===== config.mk =====
export PLATFORM = sky130hd
export DESIGN_NAME = switch_port_rx
export DESIGN_NICKNAME = d
export VERILOG_FILES = /design/src/rtl/switch_port_rx.sv
export SDC_FILE = /design/constraint.sdc
export NUM_CORES = 1
export LEC_CHECK = 0
export CAP_MARGIN = 20
export CORE_ASPECT_RATIO = 1.2
export CORE_UTILIZATION = 55
export CTS_CLUSTER_DIAMETER = 150
export CTS_CLUSTER_SIZE = 20
export DETAILED_ROUTE_END_ITERATION = 7
export PLACE_DENSITY_LB_ADDON = 0.3
export REMOVE_ABC_BUFFERS = 1
export SYNTH_ARGS = -nofsm -noshare
export SYNTH_HDL_FRONTEND = slang
export SYNTH_SLANG_ARGS = --single-unit

===== constraint.sdc =====
create_clock -name clk -period 5.7 [get_ports clk]
set_clock_uncertainty 0.15 [all_clocks]
set_input_delay 1.14 -clock clk [delete_from_list [all_inputs] [get_ports clk]]
set_output_delay 1.14 -clock clk [all_outputs]
set_load 0.005 [all_outputs]

===== src/rtl/switch_port_rx.sv =====
`default_nettype none
// ============================================================================
//  Module      : switch_port_rx (with flit type package chiplet_types_pkg)
//  Description : Link-side receiver for one switch output port. Captures flits
//                with a two-state ACK handshake, buffers them per virtual
//                channel, drains them round-robin to a valid/ready consumer
//                and returns one credit per drained flit.
//                Optional build macro SWITCH_PORT_RX_STATS_EN adds the 16-bit
//                rx_flit_count capture counter.
//  Revision    : 1.0  initial release
// ============================================================================

package chiplet_types_pkg;
    localparam int VC_W      = 2;
    localparam int PAYLOAD_W = 32;

    typedef struct packed {
        logic                 head;
        logic                 tail;
        logic [VC_W-1:0]      vc;
        logic [PAYLOAD_W-1:0] payload;
    } flit_t;
endpackage

module switch_port_rx
    import chiplet_types_pkg::*;
#(
    parameter int NUM_VCS     = 2,
    parameter int BUFFER_SIZE = 8
) (
    input  logic               clk,
    input  logic               rst,
    input  flit_t              in_flit,
    input  logic               data_ready_in,
    output logic               packet_sent,
    output logic [NUM_VCS-1:0] credit_granted,
    output flit_t              out_flit,
    output logic               out_valid,
    input  logic               out_ready,
    output logic               overflow_err
`ifdef SWITCH_PORT_RX_STATS_EN
    ,
    output logic [15:0]        rx_flit_count
`endif
);

    localparam int c_PTR_W = $clog2(BUFFER_SIZE);
    localparam int c_CNT_W = c_PTR_W + 1;
    localparam int c_VC_W  = (NUM_VCS > 1) ? $clog2(NUM_VCS) : 1;

    typedef enum logic [0:0] {
        ST_IDLE = 1'b0,
        ST_ACK  = 1'b1
    } state_t;

    state_t               r_state;
    state_t               w_state_nxt;

    flit_t                r_mem    [NUM_VCS][BUFFER_SIZE];
    logic [c_PTR_W-1:0]   r_wr_ptr [NUM_VCS];
    logic [c_PTR_W-1:0]   r_rd_ptr [NUM_VCS];
    logic [c_CNT_W-1:0]   r_cnt    [NUM_VCS];

    logic [c_VC_W-1:0]    r_arb_ptr;
    logic [NUM_VCS-1:0]   r_credit;
    logic                 r_ovf;

    logic [c_VC_W-1:0]    w_in_vc;
    logic                 w_vc_ok;
    logic                 w_in_full;
    logic                 w_push;
    logic                 w_ovf_set;
    logic [c_VC_W-1:0]    w_sel;
    logic                 w_any;
    logic                 w_pop;
    logic [NUM_VCS-1:0]   w_push_vec;
    logic [NUM_VCS-1:0]   w_pop_vec;

    function automatic logic [c_VC_W-1:0] vc_add(input logic [c_VC_W-1:0] base, input int off);
        return c_VC_W'((int'(base) + off) % NUM_VCS);
    endfunction

    // A VC number outside the configured range is treated like a full VC:
    // the flit is dropped, never acknowledged, and flagged as an overflow.
    assign w_in_vc   = c_VC_W'(in_flit.vc);
    assign w_vc_ok   = (int'(in_flit.vc) < NUM_VCS);
    assign w_in_full = (r_cnt[w_in_vc] == c_CNT_W'(BUFFER_SIZE));

    always_comb begin
        w_state_nxt = r_state;
        w_push      = 1'b0;
        w_ovf_set   = 1'b0;
        case (r_state)
            ST_IDLE: begin
                if (data_ready_in) begin
                    if (w_vc_ok && !w_in_full) begin
                        w_push      = 1'b1;
                        w_state_nxt = ST_ACK;
                    end else begin
                        w_ovf_set   = 1'b1;
                    end
                end
            end
            ST_ACK: begin
                w_state_nxt = ST_IDLE;
            end
            default: begin
                w_state_nxt = ST_IDLE;
            end
        endcase
    end

    always_ff @(posedge clk) begin
        if (rst) begin
            r_state <= ST_IDLE;
        end else begin
            r_state <= w_state_nxt;
        end
    end

    // Scan from the farthest offset back to arb_ptr so the nearest nonempty VC wins.
    always_comb begin
        w_sel = r_arb_ptr;
        w_any = 1'b0;
        for (int i = NUM_VCS - 1; i >= 0; i--) begin
            if (r_cnt[vc_add(r_arb_ptr, i)] != '0) begin
                w_sel = vc_add(r_arb_ptr, i);
                w_any = 1'b1;
            end
        end
    end

    assign w_pop = w_any && out_ready;

    always_comb begin
        w_push_vec = '0;
        w_pop_vec  = '0;
        for (int v = 0; v < NUM_VCS; v++) begin
            w_push_vec[v] = w_push && (w_in_vc == c_VC_W'(v));
            w_pop_vec[v]  = w_pop  && (w_sel   == c_VC_W'(v));
        end
    end

    always_ff @(posedge clk) begin
        if (w_push) begin
            r_mem[w_in_vc][r_wr_ptr[w_in_vc]] <= in_flit;
        end
    end

    always_ff @(posedge clk) begin
        if (rst) begin
            for (int v = 0; v < NUM_VCS; v++) begin
                r_wr_ptr[v] <= '0;
                r_rd_ptr[v] <= '0;
                r_cnt[v]    <= '0;
            end
        end else begin
            for (int v = 0; v < NUM_VCS; v++) begin
                if (w_push_vec[v]) begin
                    r_wr_ptr[v] <= r_wr_ptr[v] + c_PTR_W'(1);
                end
                if (w_pop_vec[v]) begin
                    r_rd_ptr[v] <= r_rd_ptr[v] + c_PTR_W'(1);
                end
                case ({w_push_vec[v], w_pop_vec[v]})
                    2'b10:   r_cnt[v] <= r_cnt[v] + c_CNT_W'(1);
                    2'b01:   r_cnt[v] <= r_cnt[v] - c_CNT_W'(1);
                    default: r_cnt[v] <= r_cnt[v];
                endcase
            end
        end
    end

    always_ff @(posedge clk) begin
        if (rst) begin
            r_arb_ptr <= '0;
            r_credit  <= '0;
            r_ovf     <= 1'b0;
        end else begin
            if (w_pop) begin
                r_arb_ptr <= vc_add(w_sel, 1);
            end
            r_credit <= w_pop_vec;
            if (w_ovf_set) begin
                r_ovf <= 1'b1;
            end
        end
    end

`ifdef SWITCH_PORT_RX_STATS_EN
    logic [15:0] r_rx_cnt;

    always_ff @(posedge clk) begin
        if (rst) begin
            r_rx_cnt <= '0;
        end else if (w_push) begin
            r_rx_cnt <= r_rx_cnt + 16'd1;
        end
    end

    assign rx_flit_count = r_rx_cnt;
`endif

    assign packet_sent    = (r_state == ST_ACK);
    assign credit_granted = r_credit;
    assign overflow_err   = r_ovf;
    assign out_valid      = w_any;
    assign out_flit       = r_mem[w_sel][r_rd_ptr[w_sel]];

endmodule

`default_nettype wire

==> results of run 1 <==
-- routing by layer --
metal / wire length [um] / share of wire, % / vias to the layer above
met4: 1460 / 2.5 / 4
met5: 27 / 0.046 / -
met1: 23800 / 40 / 7636
li1: - / - / 7061
met3: 4760 / 8.0 / 106
met2: 29100 / 49 / 774
-- how the worst max path moves through the flow --
stage                start            to
6_report       r_cnt[1][2]  out_flit[27]
5_1_grt        r_cnt[0][0]  out_flit[17]
4_1_cts        r_cnt[0][0]  out_flit[17]
3_5_place_dp   r_cnt[0][0]  out_flit[17]
3_3_place_gp   r_cnt[0][0]   out_flit[5]
2_1_floorplan  r_cnt[0][0]  out_flit[10]
-- critical path: stages, from the launching register on --
cell	delay, ns
edfxtp_1	0.51
or4_4	0.58
o21ai_2	0.22
a21o_4	0.21
mux2_4	0.54
buf_16	0.42
a21oi_1	0.07
o21ai_0	0.21
nand4_1	0.22
clkdlybuf4s50_1	0.51
-- through the flow --
stage	setup slack [ns]	setup TNS [ns]	cells	area, um2	util [%]
4_1_cts	0.0498	0	2519	26700	61.2
5_1_grt	0.00280	0	2521	26800	61.2
3_3_place_gp	0.770	0	2469	25700	58.9
6_report	0.185	0	2522	26800	61.2
3_5_place_dp	0.654	0	2469	25700	58.9
2_1_floorplan	-1.52	-53.91	1796	23800	-
-- logic make-up after synthesis --
logic type,synth area share (%)
and+or+nand+nor,15.2
DFF,74.0
AOI/OAI and AO/OA,6.83
buffers and inverters,2.62
adders and majority gates,0.699
xor gates and xnor gates,0.324
muxes,0.324
-- cell usage after synthesis, drive strengths merged (3+ instances only) --
cell    number
and2         4
xnor2        6
nand2b      10
nand4       35
inv         15
nand2      434
nor3         7
clkbuf      73
mux2i        4
o21ai      149
nand3      290
buf         56
edfxtp     596
nor2        44
xor2         3
a21oi      149
dfxtp        6
ha          12
-- power breakdown --
group	internal (mW)	switching [mW]
Clock	1.20	1.37
Combinational	0.978	1.81
Sequential	4.93	0.0497
Total	7.11	3.23
-- registers in the layout (all words and copies together) (netlist names), named ones only --
signal          cells
r_cnt               8
r_arb_ptr           1
r_rd_ptr            6
packet_sent         1
credit_granted      2
r_wr_ptr            6
r_mem             576
overflow_err        1
-- final cells by class --
class                   count  area (um2)
flip-flops and latches    602       18000
fillers                  3305       17000
multi-input cells        1179        5800
repair buffers            115        1200
clock buffers              49         971
well taps                 559         699
inverters                  15        56.3
clock inverters             1        20.0
diodes                      2        5.00
-- repair_timing --
item / 4_1_cts / 5_1_grt
gates resized for setup: 0 / 4
setup endpoints to repair: 0 / 17
hold endpoints to repair: 0 / 0
==> summary.txt, run 1 <==
GRT
  • Global Route met3 Usage: 3.36%
  • Initial antenna violation count: 3
  • Total gr overflow: 0
  • Largest net degree at the start of global routing: around 210
  • Met2 Usage GRT: 42.7%
  • First-pass GRT wire length: 88000 um
  • Global Route met1 Usage: 35.6%
  • Vias in the first global route: about 15000
  • Top Usage Layer GRT: met2
  • Gr usage total: around a quarter

Final layout
  • Most common cell after layout, fill and taps aside: edfxtp_1
  • Highest-count cells in the layout ignoring fill and taps: 596 x edfxtp_1, 434 x nand2_1, 290 x nand3_1, 147 x a21oi_1, 105 x o21ai_0
  • Synth-to-layout area growth: 9.99%
  • Fraction of layout cells with a size suffix above 1: 5.30%
  • Final net count: between 2000 and 2500

Worst setup path
  • FF-to-FF setup slack: about 2.1 ns
  • Worst setup path class: reg2out
  • Startpoint types: flip-flop
  • Worst Path Required: between 4 and 5 ns
  • Crit path arrival time: about 4.2 ns
  • Reg2reg end: r_cnt[1][3]
  • Crit path max fanout: 104
  • Crit end category: output pin
  • Worst r2r path cells: 11
  • R2R Path Start: r_cnt[1][2]

Clock network
  • Clock tree buffer depth: 3
  • Worst-Skew Late Latency: around 0.56 ns
  • Clk slew on worst S/H paths: roughly 0.080 ns
  • CTS tree: built
  • # clock sinks: between 600 and 700
  • Cts bufs inserted: 36
  • H-tree Lvls: 2
  • # hold bufs at CTS: 0
  • Setup Buffers After CTS: 0
  • Clock tree root buffer cell: clkbuf_16

Routing
  • First-pass iteration count of the detailed router: 6
  • DRT antenna net count: 0
  • DR DRC count: 0
  • Drt wl/cell: approximately 23 um
  • Avg Vias per Cell: around 6
  • Total number of vias: around 16000
  • DRT iter0 DRCs: approximately 2300
  • Total Routed Length: between 50000 and 60000 um

Place
  • Port Buf Inserts: 80
  • Post-detail-place hpwl: around 27000 um
  • GP Congestion: about 0.76

Floorplan
  • Initial Util: 55.7%
  • Boundary pin count: just over 80
  • Row count: 84
  • DIE WIDTH: roughly 190 um
  • Core box area: between 40000 and 50000 um2
  • Die Ht: between 200 and 250 um
  • Die footprint: approximately 45000 um2

Pwr
  • Leakage power: between 9 and 10 nW
  • Post-route total power: slightly above 10 mW
  • PwrDens: roughly 390 nW/um2
  • Max IR drop VDD: approximately 0.00039 V

STA
  • Tcrit/Tclk final: a little under 100%
  • Worst hold margin: ~0.37 ns
  • F_max: around 180 MHz
  • Final setup vio count: 0
  • Slew Limit Fails: 0
  • Fin. Hold Viols: 0
  • Slew Limit Headroom: approximately a quarter
  • Unrepaired setup endpoints after global routing: false
  • Worst slew pin tran: 1.11 ns
  • Crit path time final: 5.52 ns

Synthesis
  • Warnings, synthesis: 0
  • Top_reg_cell synth: edfxtp_1
  • Mapped Area: between 20000 and 25000 um2
  • Largest cells by area after synthesis: edfxtp_1 74%, nand2_1 6.7%, nand3_1 6.0%
  • Yosys top cell area share: around three quarters
  • Average size of a mapped cell: 12.6 um2
  • Flops & latches, synth: between 600 and 700
  • Largest area contributor in the netlist: edfxtp_1
  • Async set-reset flop share out of synthesis: 0%
  • Seq/Total Area, Yosys: 74.0%
  • Synth unique cells: 55
  • EDFF count, synth: between 500 and 600
  • Post-Syn Instances: slightly below 2000

Outcome
  • Outcome: complete, no violations

Flow run
  • MaxCap Viol Count: 0

Min path
  • Hold crit path type: reg2reg
  • Hold Crit Depth: 2
  • Worst hold endpoint: overflow_err
  • Hold_sp: overflow_err
(Power assumes the default switching activity.)
==> run 2: changes to the inputs <==
- CORE_ASPECT_RATIO: 1.2 -> default
- MAX_ROUTING_LAYER: default -> met4
==> summary.txt, run 2 (same netlist as run 1, synthesis figures left out) <==
Outcome
  • Outcome: complete, no violations

Pwr
  • Max IR drop VDD: 0.000295 V (-25%)
  • PwrDens: 385 nW/um2 (-0.30%)
  • Leakage power: 9.19 nW (+0.57%)

Routing
  • Met3 Wirelength: 5750 um (+21%)
  • DRT antenna net count: 0 (unchanged)
  • Total Routed Length: 58700 um (-0.70%)
  • Met1 WL: 23300 um (-2.3%)
  • Drt wl/cell: 23.0 um (-1.9%)
  • WL met2: 28500 um (-1.9%)
  • DRT iter0 DRCs: 2180 (-4.2%)
  • First-pass iteration count of the detailed router: 6 (unchanged)
  • DR DRC count: 0 (unchanged)
  • Total number of vias: 15600 (-0.090%)
  • Top Metal Used: met4
  • Avg Vias per Cell: 6.10 (-1.3%)

STA
  • Slew Limit Headroom: 30.1% (+5.0 points)
  • Slew Limit Fails: 0 (unchanged)
  • Tcrit/Tclk final: 96.9% (+0.15 points)
  • Unrepaired setup endpoints after global routing: false
  • Final setup vio count: 0 (unchanged)
  • Worst hold margin: 0.351 ns (-0.0166 ns)
  • Crit path time final: 5.52 ns (+0.00883 ns)
  • Setup TNS: 0 ns (unchanged)
  • Fin. Hold Viols: 0 (unchanged)
  • Worst slew pin tran: 1.04 ns (-0.0737 ns)
  • F_max: 181 MHz (-0.16%)

GRT
  • Initial antenna violation count: 1 (-2)
  • Vias in the first global route: 14900 (-1.8%)
  • Gr usage total: 27.0% (+1.2 points)
  • Total gr overflow: 0 (unchanged)
  • First-pass GRT wire length: 88600 um (+0.66%)
  • Largest net degree at the start of global routing: 171 (-18%)

Clock network
  • Cts bufs inserted: 36 (unchanged)
  • # clock sinks: 602 (unchanged)
  • H-tree Lvls: 2 (unchanged)
  • Clock tree buffer depth: 3 (unchanged)
  • Worst-Skew Late Latency: 0.55 ns (about the same)
  • CTS tree: built
  • Clock tree root buffer cell: clkbuf_16
  • Clk slew on worst S/H paths: 0.08 ns (about the same)

Worst setup path
  • Crit path from: r_cnt[1][2]
  • Slowest CP cell: or4_4
  • Crit path max fanout: 47 (-55%)
  • CP Cell Sequence: or4_4 > o21ai_2 > a21o_4 > mux2_8 > buf_4 > a21oi_1 > o21ai_0 > nand4_1 > clkdlybuf4s50_1
  • Crit path largest cell delay: 0.58 ns (about the same)
  • Startpoint types: flip-flop
  • Worst Path Required: 4.41 ns (about the same)
  • Crit path arrival time: 4.23 ns (about the same)
  • Crit end category: output pin
  • Worst setup path class: reg2out
  • R2R Path Start: r_cnt[1][2]

Floorplan
  • Die Ht: 212 um (-8.6%)
  • Boundary pin count: 81 (unchanged)
  • Row count: 76 (-9.5%)
  • Die footprint: 45100 um2 (about the same)
  • DIE WIDTH: 212 um (+9.4%)
  • Core box area: 43400 um2 (-0.82%)
  • Initial Util: 56.1% (+0.46 points)

Flow run
  • MaxCap Viol Count: 0 (unchanged)

Final layout
  • Synth-to-layout area growth: 10.6%
  • Most common cell after layout, fill and taps aside: edfxtp_1
  • Fraction of layout cells with a size suffix above 1: 5.64% (+0.34 points)
  • Fin util: 62.1% (+0.83 points)
  • Final net count: 2009 (+0.35%)
  • Max reg flops: 576 (unchanged)
  • Highest-count cells in the layout ignoring fill and taps: 596 x edfxtp_1, 434 x nand2_1, 290 x nand3_1, 147 x a21oi_1, 105 x o21ai_0

Place
  • Post-detail-place hpwl: 28500 um (+5.3%)
  • Port Buf Inserts: 80 (unchanged)
  • GP Congestion: 0.802 (+6.0%)

Min path
  • Hold crit path type: reg2reg
  • Hold_sp: overflow_err
## run 2: cell count changes in the layout (fill, tap and decap cells not counted), sizes merged
cell / change
buf: +7
diode: -1
## run 2: worst paths after layout
check,depth (start not counted),slack (ns),to
setup / recovery,9,0.18,out_flit[4]
hold / removal,2,0.35,overflow_err
setup reg to reg,11,2.09,r_cnt[1][3]
hold reg to reg,2,0.35,overflow_err
## run 2: what timing repair did
action | CTS | global route
hold buffers | 0 | 0
setup endpoints to repair | 0 | 27
setup buffers | 0 | 0
endpoints found under the hold margin | 0 | 0
gates resized for setup | 0 | 4
## run 2: cell type report
| class | count | area (um2) |
|---|---|---|
| repair buffers | 122 | 1290 |
| multi-input cells | 1179 | 5820 |
| diodes | 1 | 2.50 |
| well taps | 585 | 732 |
| clock buffers | 49 | 971 |
| flip-flops and latches | 602 | 18000 |
| clock inverters | 1 | 20.0 |
| fillers | 3288 | 16500 |
| inverters | 15 | 56.3 |
## run 2: metrics by stage
step	setup slack, ns	cells	power (mW)	cell area [um2]
global route	0.0206	2554	10.8	26900
floorplan	-1.52	1796	6.63	23800
global placement	0.690	2502	7.79	25900
finish	0.176	2554	10.4	26900
detailed placement	0.622	2502	7.84	25900
CTS	0.0251	2552	10.3	26900
## run 2: report_power, final
part	total (mW)	internal, mW	switching (mW)
registers	4.98	4.93	0.0495
clock network	2.56	1.20	1.36
logic	2.82	1.00	1.82
total	10.4	7.14	3.23
## run 2: worst max-delay path, delay by kind of cell (launching register included)
kind                   cells  cell delay [ns]
DFF                        1             0.50
muxes                      1             0.50
AOI/OAI and AO/OA          4             0.94
and+or+nand+nor            2             0.75
buffers and inverters      2             0.94
## run 2: routing by layer
metal | vias up | GRT usage (%)
met4 | 0 | 6.85
li1 | 7067 | -
met1 | 7605 | 37.7
met2 | 809 | 42.1
met5 | - | -
met3 | 86 | 4.00
==> run 3: changes to the inputs <==
--- a/config.mk
+++ b/config.mk
@@ -6,5 +6,4 @@
 export NUM_CORES = 1
 export LEC_CHECK = 0
-export CAP_MARGIN = 20
 export CORE_UTILIZATION = 55
 export CTS_CLUSTER_DIAMETER = 150
==> constraint.sdc (replaced) <==
create_clock -name clk -period 5.7 [get_ports clk]
set_clock_uncertainty 0.15 [all_clocks]
set_input_delay 1.14 -clock clk [delete_from_list [all_inputs] [get_ports clk]]
set_output_delay 1.14 -clock clk [all_outputs]
set_load 0.02 [all_outputs]
==> summary.txt, run 3 (same netlist as run 1, synthesis figures left out) <==
Final layout
  • Highest-count cells in the layout ignoring fill and taps: 596 x edfxtp_1, 434 x nand2_1, 290 x nand3_1, 147 x a21oi_1, 105 x o21ai_0
  • Max reg flops: 576 (unchanged)
  • Design area: 27000 um2 (+0.26%)
  • FF+latch area: 18000 um2 (unchanged)
  • Fin util: 62.2% (+0.16 points)
  • Final net count: 2016 (+0.35%)
  • Fraction of layout cells with a size suffix above 1: 5.97% (+0.33 points)
  • Fill cells: 3320 (+0.97%)
  • Multi-input combinational cell area: 5830 um2 (+0.15%)
  • Synth-to-layout area growth: 10.9%
  • Most common cell after layout, fill and taps aside: edfxtp_1

Clock network
  • H-tree Lvls: 2 (unchanged)
  • # clock sinks: 602 (unchanged)
  • CTS tree: built
  • Clock tree buffer depth: 3 (unchanged)
  • Clock tree root buffer cell: clkbuf_16
  • Clk slew on worst S/H paths: 0.08 ns (about the same)
  • Worst-Skew Late Latency: 0.57 ns (+0.02 ns)
  • Cts bufs inserted: 36 (unchanged)

Routing
  • Avg Vias per Cell: 6.19 (+1.6%)
  • Total number of vias: 15900 (+1.9%)
  • DRT iter0 DRCs: 2034 (-6.7%)
  • DR DRC count: 0 (unchanged)
  • Total Routed Length: 59300 um (+0.94%)
  • Drt wl/cell: 23.1 um (+0.62%)
  • First-pass iteration count of the detailed router: 5 (-1)
  • DRT antenna net count: 0 (unchanged)

GRT
  • First-pass GRT wire length: 88500 um (about the same)
  • Initial antenna violation count: 2 (+1)
  • Total gr overflow: 0 (unchanged)
  • Vias in the first global route: 15000 (+0.65%)
  • Largest net degree at the start of global routing: 199 (+16%)
  • Gr usage total: 27.2% (+0.17 points)

Worst setup path
  • Crit end category: output pin
  • Worst setup path class: reg2out
  • Startpoint types: flip-flop
  • Crit path max fanout: 84 (+79%)
  • Worst Path Required: 4.41 ns (about the same)
  • Crit path to: out_flit[28]
  • Worst r2r path cells: 11 (unchanged)
  • R2R Path Start: r_cnt[1][2]
  • Reg2reg end: r_cnt[1][3]
  • Crit path from: r_cnt[1][2]
  • Crit path arrival time: 4.25 ns (+0.02 ns)
  • FF-to-FF setup slack: 2.21 ns (+0.12 ns)

Floorplan
  • Boundary pin count: 81 (unchanged)
  • Initial Util: 56.1% (unchanged)
  • Die footprint: 45100 um2 (unchanged)
  • Die Ht: 212 um (unchanged)
  • DIE WIDTH: 212 um (unchanged)
  • Core box area: 43400 um2 (unchanged)
  • Row count: 76 (unchanged)

Place
  • Post-place setup slack: 0.594 ns (-0.0279 ns)
  • Post-DP Area: 25800 um2 (-0.22%)
  • Post-detail-place hpwl: 27600 um (-3.2%)
  • GP Congestion: 0.757 (-5.6%)
  • Port Buf Inserts: 80 (unchanged)

STA
  • Crit path time final: 5.54 ns (+0.0170 ns)
  • Slew Limit Headroom: 25.5% (-4.6 points)
  • F_max: 180 MHz (-0.31%)
  • Tcrit/Tclk final: 97.2% (+0.30 points)
  • Final setup vio count: 0 (unchanged)
  • Slew Limit Fails: 0 (unchanged)
  • Worst hold margin: 0.338 ns (-0.0126 ns)
  • Worst slew pin tran: 1.11 ns (+0.0686 ns)
  • Setup TNS: 0 ns (unchanged)
  • Setup WS post-layout: 0.159 ns (-0.0170 ns)
  • Unrepaired setup endpoints after global routing: false
  • Fin. Hold Viols: 0 (unchanged)

Flow run
  • MaxCap Viol Count: 0 (unchanged)

Min path
  • Hold crit path type: reg2reg

Pwr
  • PwrDens: 395 nW/um2 (+2.5%)
  • Leakage power: 9.23 nW (+0.40%)
  • Max IR drop VDD: 0.000391 V (+32%)

Outcome
  • Outcome: complete, no violations
run 3: worst max-delay path, cell delays in order, from the launching register on:
cell and delay, ns:
edfxtp_1 0.51, or4_4 0.58, o21ai_2 0.35, a21o_4 0.28
mux2_4 0.44, buf_16 0.29, a21oi_1 0.22, o21ai_0 0.13
nand4_1 0.20, clkdlybuf4s50_1 0.65
run 3: power breakdown:
group / switching (mW) / internal [mW]
Sequential: 0.0569 / 4.93
Clock: 1.36 / 1.20
Combinational: 2.06 / 1.04
run 3: layout make-up:
class                   count  area share, %
clock buffers              49           3.60
repair buffers            127           5.01
well taps                 585           2.71
diodes                      2         0.0186
clock inverters             1         0.0742
multi-input cells        1181           21.6
inverters                  15          0.209
flip-flops and latches    602           66.8
run 3: worst min-delay path by stage:
stage / startpoint / endpoint / slack, ns / cells after the start
finish: overflow_err / overflow_err / 0.34 / 2
global route: overflow_err / overflow_err / 0.37 / 2
CTS: overflow_err / overflow_err / 0.34 / 2
detailed placement: overflow_err / overflow_err / 0.32 / 2
global placement: overflow_err / overflow_err / 0.31 / 2
floorplan: overflow_err / overflow_err / 0.43 / 2
run 3: stage by stage:
| stage | power, mW | cells |
|---|---|---|
| after floorplan | 6.86 | 1796 |
| after global placement | 8.02 | 2496 |
| after detailed placement | 8.06 | 2496 |
| after CTS | 10.6 | 2548 |
| after global routing | 11.1 | 2562 |
| final | 10.7 | 2562 |
run 3: timing repair:
| item | 4_1_cts | 5_1_grt |
|---|---|---|
| pin swaps | 0 | 1 |
| hold buffers | 0 | 0 |
| setup buffers | 0 | 11 |
| resized for setup | 2 | 2 |
| gates cloned | 2 | 1 |
| endpoints found under the setup margin | 2 | 34 |
run 3: metal layers:
metal  global-route usage (%)  routed length (um)  share of wire, %
met5                        -                   0                 0
met1                     37.9               23900                40
met2                     41.7               28400                48
met4                     8.53                1430               2.4
met3                     3.96                5460               9.2
